===== src/rtl/alu_cmd_sequencer.sv =====
`default_nettype none
// +--------------------------------------------------------------------------+
// | alu_cmd_sequencer: valid/ready command front-end for an 8-bit comb. ALU   |
// | with result accumulator, chaining, zero flag and op counter.             |
// | Revision: 1.0                                                            |
// +--------------------------------------------------------------------------+
module alu_cmd_sequencer #(
  parameter int WIDTH = 8,
  parameter int CNT_W = 8
) (
  input  logic             clk,
  input  logic             rst_n,
  input  logic             cmd_valid,
  output logic             cmd_ready,
  input  logic [1:0]       cmd_op,
  input  logic [WIDTH-1:0] cmd_a,
  input  logic [WIDTH-1:0] cmd_b,
  input  logic             cmd_chain,
  output logic [WIDTH-1:0] alu_a,
  output logic [WIDTH-1:0] alu_b,
  output logic [1:0]       alu_op,
  input  logic [WIDTH-1:0] alu_result,
  output logic             rsp_valid,
  input  logic             rsp_ready,
  output logic [WIDTH-1:0] rsp_result,
  output logic             rsp_zero,
  output logic [CNT_W-1:0] op_count
);

  typedef enum logic [1:0] {
    IDLE = 2'b00,
    EXEC = 2'b01,
    RESP = 2'b10
  } state_t;

  state_t           state;
  state_t           state_next;
  logic             accept;
  logic             exec_done;
  logic             rsp_done;
  logic [WIDTH-1:0] accumulator;

  // Gated by rst_n so no command can be taken while reset is held.
  assign cmd_ready = (state == IDLE) & rst_n;

  always_comb begin
    state_next = state;
    accept     = 1'b0;
    exec_done  = 1'b0;
    rsp_done   = 1'b0;
    case (state)
      IDLE: begin
        if (cmd_valid && cmd_ready) begin
          accept     = 1'b1;
          state_next = EXEC;
        end
      end
      EXEC: begin
        exec_done  = 1'b1;
        state_next = RESP;
      end
      RESP: begin
        if (rsp_valid && rsp_ready) begin
          rsp_done   = 1'b1;
          state_next = IDLE;
        end
      end
      default: state_next = IDLE;
    endcase
  end

  always_ff @(posedge clk or negedge rst_n) begin
    if (!rst_n) begin
      state <= IDLE;
    end else begin
      state <= state_next;
    end
  end

  always_ff @(posedge clk or negedge rst_n) begin
    if (!rst_n) begin
      alu_a       <= '0;
      alu_b       <= '0;
      alu_op      <= 2'b00;
      rsp_valid   <= 1'b0;
      rsp_result  <= '0;
      rsp_zero    <= 1'b0;
      accumulator <= '0;
      op_count    <= '0;
    end else begin
      if (accept) begin
        alu_a  <= cmd_chain ? accumulator : cmd_a;
        alu_b  <= cmd_b;
        alu_op <= cmd_op;
      end
      // The ALU has had the whole EXEC cycle to settle on the registered operands.
      if (exec_done) begin
        rsp_result  <= alu_result;
        accumulator <= alu_result;
        rsp_zero    <= (alu_result == '0);
        op_count    <= op_count + CNT_W'(1);
        rsp_valid   <= 1'b1;
      end
      if (rsp_done) begin
        rsp_valid <= 1'b0;
      end
    end
  end

endmodule
`default_nettype wire


===== config.mk =====
export PLATFORM = sky130hd
export DESIGN_NAME = alu_cmd_sequencer
export DESIGN_NICKNAME = d
export VERILOG_FILES = /design/src/rtl/alu_cmd_sequencer.sv
export SDC_FILE = /design/constraint.sdc
export NUM_CORES = 1
export LEC_CHECK = 0
export BUFFER_PORTS_ARGS = -buffer_cell sky130_fd_sc_hd__buf_2
export CORE_MARGIN = 8
export CORE_UTILIZATION = 36
export DETAILED_ROUTE_END_ITERATION = 10
export PLACE_DENSITY = 0.64
export SLEW_MARGIN = 20
export SYNTH_ARGS = -nofsm -noshare
export SYNTH_HDL_FRONTEND = slang
export SYNTH_SLANG_ARGS = --single-unit

===== constraint.sdc =====
create_clock -name clk -period 1.5 [get_ports clk]
set_input_delay 0.15 -clock clk [delete_from_list [all_inputs] [get_ports clk]]
set_output_delay 0.15 -clock clk [all_outputs]
set_load 0.02 [all_outputs]

==> run metrics <==
Final Hold Viols=0; Final nets=about 230; WL per Instance=approximately 14 um; die area=6820 sq um; vias in the first global route=1191; GR Layer Usage met1=0.124; cell chain of the critical path=nor4bb_4 > buf_4 > mux2_4; fraction of layout cells with a size suffix above 1=0.526; Initial Util=0.369; met2 GRT Util=0.185; Hold Crit Depth=2; # fillers=between 400 and 500; Worst Hold Launch=cmd_b[1]; postcts setup bufs=0; CTS tree=yes; Core ar.=4320 sq um; cell family with most CP delay=flip-flops; WP data arrival=between 1.5 and 2 ns; RSZ-0062 raised after global routing=false; CP Class=flop to flop; cell taking the most area after synthesis=dfrtp_1; #FFs+latches synth=38; CTS H-tree depth=2; Initial DRC Count=53; met3 GRT Util=0.0563; Layout Skew=~0.0067 ns; status=complete, no violations; die width=slightly above 80 um; Avg Cell Area, Syn=between 10 and 15 sq um; io pins=68; CTS root buffer=clkbuf_8; crit end category=flop; Tmin final=1.41 ns; Critical-path top delay cell=dfrtp_1; Worst-path clk slew=about 0.070 ns; RR Startpoint=state[1]; CP peak stage delay=around 0.42 ns; Post-Syn Instances=118; CTS sink count=38; vias per std cell=about 4.6; Req. time, crit path=between 1.5 and 2 ns; fmax=a little over 0.7 GHz; busiest grt layer=met2; leading cell types by total area after synthesis=dfrtp_1, mux2_2, mux2i_1, xnor2_1, a21oi_1; worst IR drop on VDD=approximately 0.85 mV; Power Dens Cells=approximately 2000 nW/um^2; Rows=24; Num CTS Buffers=5; Yosys top cell area share=0.596; Final Max Slew Viols=0; Hold Path Class=input port to flop; P&R area growth vs syn=32.6%; Max-slew headroom=0.691; Final Worst Setup Slack=0.0912 ns; RD Place Congestion=about 0.77; Mapped Nets=150; initial antenna violation count=0; Fin Hold WS=0.0886 ns; max cap viols=0; Leak Pwr=roughly 1.1 nW; Tcrit/Tclk final=0.939; worst slack at placement=0.0996 ns; largest net degree at the start of global routing=39; Fin Setup TNS=0 ns; Antenna Nets Post-Route=0; sequential fraction of the synthesis area=0.596; Clock Latency Late Sink=approximately 0.29 ns; DR DRC count=0; Worst Reg-to-Reg Cells=3; slew of the pin with the lowest slew margin=about 0.46 ns; CP Depth=3; largest buffer count on any clock path=2; ANT cells=0; routed wire length=about 3600 um; total gr overflow=0; Distinct cells, synth=25; post-detailed-placement half-perimeter wirelength=between 2000 and 3000 um; Die H=82.6 um; first-pass GRT wire length=around 5800 um; Worst Setup SP=state[1]; PortBufs=67; # setup viols final=0; Vias=1153; yosys warns=0; combined buffer and inverter count along the critical path=1; Post-Syn Area=1600 sq um; GR Util All Layers=0.113; drt first pass iters=4; crit-path max FO=14; Startpoint Class=flop
Yosys cell counts:
library cell   n
dfrtp_1       38
mux2_2        16
a21oi_1        9
nor2_1         9
mux2i_1        8
xnor2_1        6
nand4_1        4
mux2_4         3
nand2_1        3
buf_4          2
buf_6          2
inv_1          2
nor2b_1        2
nor4_1         2
o21ai_0        2
a21o_1         1
and3_1         1
and4b_1        1
buf_1          1
buf_12         1
ha_1           1
nand3_1        1
nor3b_1        1
nor4bb_1       1
xor2_1         1
cell families (layout without fill, tap and decap cells):
logic type | Yosys count | count (layout) | share of synthesized area
DFF | 38 | 38 | 0.596
xor gates and xnor gates | 7 | 7 | 0.0384
muxes | 27 | 27 | 0.191
buffers and inverters | 8 | 86 | 0.0431
and+or+nand+nor | 25 | 25 | 0.0839
AOI/OAI and AO/OA | 12 | 12 | 0.0392
adders and majority gates | 1 | 1 | 0.00784
metrics by stage:
step            util  instances  cell area, sq um  power, mW
6_report       0.489        248              2120       4.32
5_1_grt        0.489        248              2120       4.61
4_1_cts        0.488        248              2110       4.39
3_5_place_dp   0.465        239              2010       3.66
3_3_place_gp   0.465        239              2010       3.63
2_1_floorplan      -        118              1600       2.96
final timing paths:
path	end	slack, ns
setup / recovery	alu_op[1]	0.09
hold / removal	alu_b[1]	0.09
setup reg to reg	alu_op[1]	0.09
hold reg to reg	op_count[7]	0.47
max in group asynchronous	alu_a[4]	0.65
min in group asynchronous	rsp_valid	0.51
flip-flops by register name, summed over array words and instances, names as in the netlist:
name,cells
op_count,8
state,2
alu_b,8
rsp_zero,1
accumulator,8
alu_op,2
alu_a,8
rsp_valid,1
cell type report:
type / count / area [sq um] / area share
inverter: 2 / 7.51 / 0.00355
clock inverter: 1 / 5.00 / 0.00237
timing repair buffer: 76 / 405 / 0.192
tap: 52 / 65.1 / 0.0308
multi-input combinational: 72 / 596 / 0.281
clock buffer: 7 / 86.3 / 0.0408
sequential: 38 / 951 / 0.449
what timing repair did:
action / in CTS / in global routing
endpoints found under the hold margin: 38 / 0
setup endpoints to repair: 0 / 1
resized for setup: 0 / 1
hold buffers: 1 / 0
worst reg2reg max path, cell delays in order (launching register included):
cell and delay, ns:
dfrtp_1 0.42, nor4bb_4 0.31, buf_4 0.25, mux2_4 0.31
routing by layer:
metal  routed length (um)  vias to the layer above  part of all wire
li1                     -                      567                 -
met1                 1430                      541              0.40
met2                 1810                       40              0.51
met3                  307                        5             0.086
met4                   34                        0            0.0095
met5                    0                        -                 0
cell usage in the layout (no fill, tap or decap):
master | synthesis | routed
nor2_1 | 9 | 9
buf_2 | 0 | 67
nor4bb_4 | 0 | 1
mux2_4 | 3 | 3
clkinv_2 | 0 | 1
a21o_1 | 1 | 1
nor2b_1 | 2 | 2
xnor2_1 | 6 | 6
o21ai_0 | 2 | 2
mux2_2 | 16 | 16
dlygate4sd3_1 | 0 | 1
nor3b_2 | 0 | 1
nand3_1 | 1 | 1
mux2i_1 | 8 | 8
clkbuf_1 | 0 | 1
and4b_1 | 1 | 1
nand4_1 | 4 | 4
nor4_1 | 2 | 2
ha_1 | 1 | 1
nand2_1 | 3 | 3
clkbuf_8 | 0 | 6
buf_4 | 2 | 8
a21oi_1 | 9 | 9
xor2_1 | 1 | 1
dfrtp_1 | 38 | 38
and3_1 | 1 | 1
inv_1 | 2 | 2
power by group:
part / switching (mW) / internal (mW)
combinational: 1.03 / 0.786
clock: 0.340 / 0.370
sequential: 0.324 / 1.47
No activity file was read; power rests on OpenSTA's default activity.
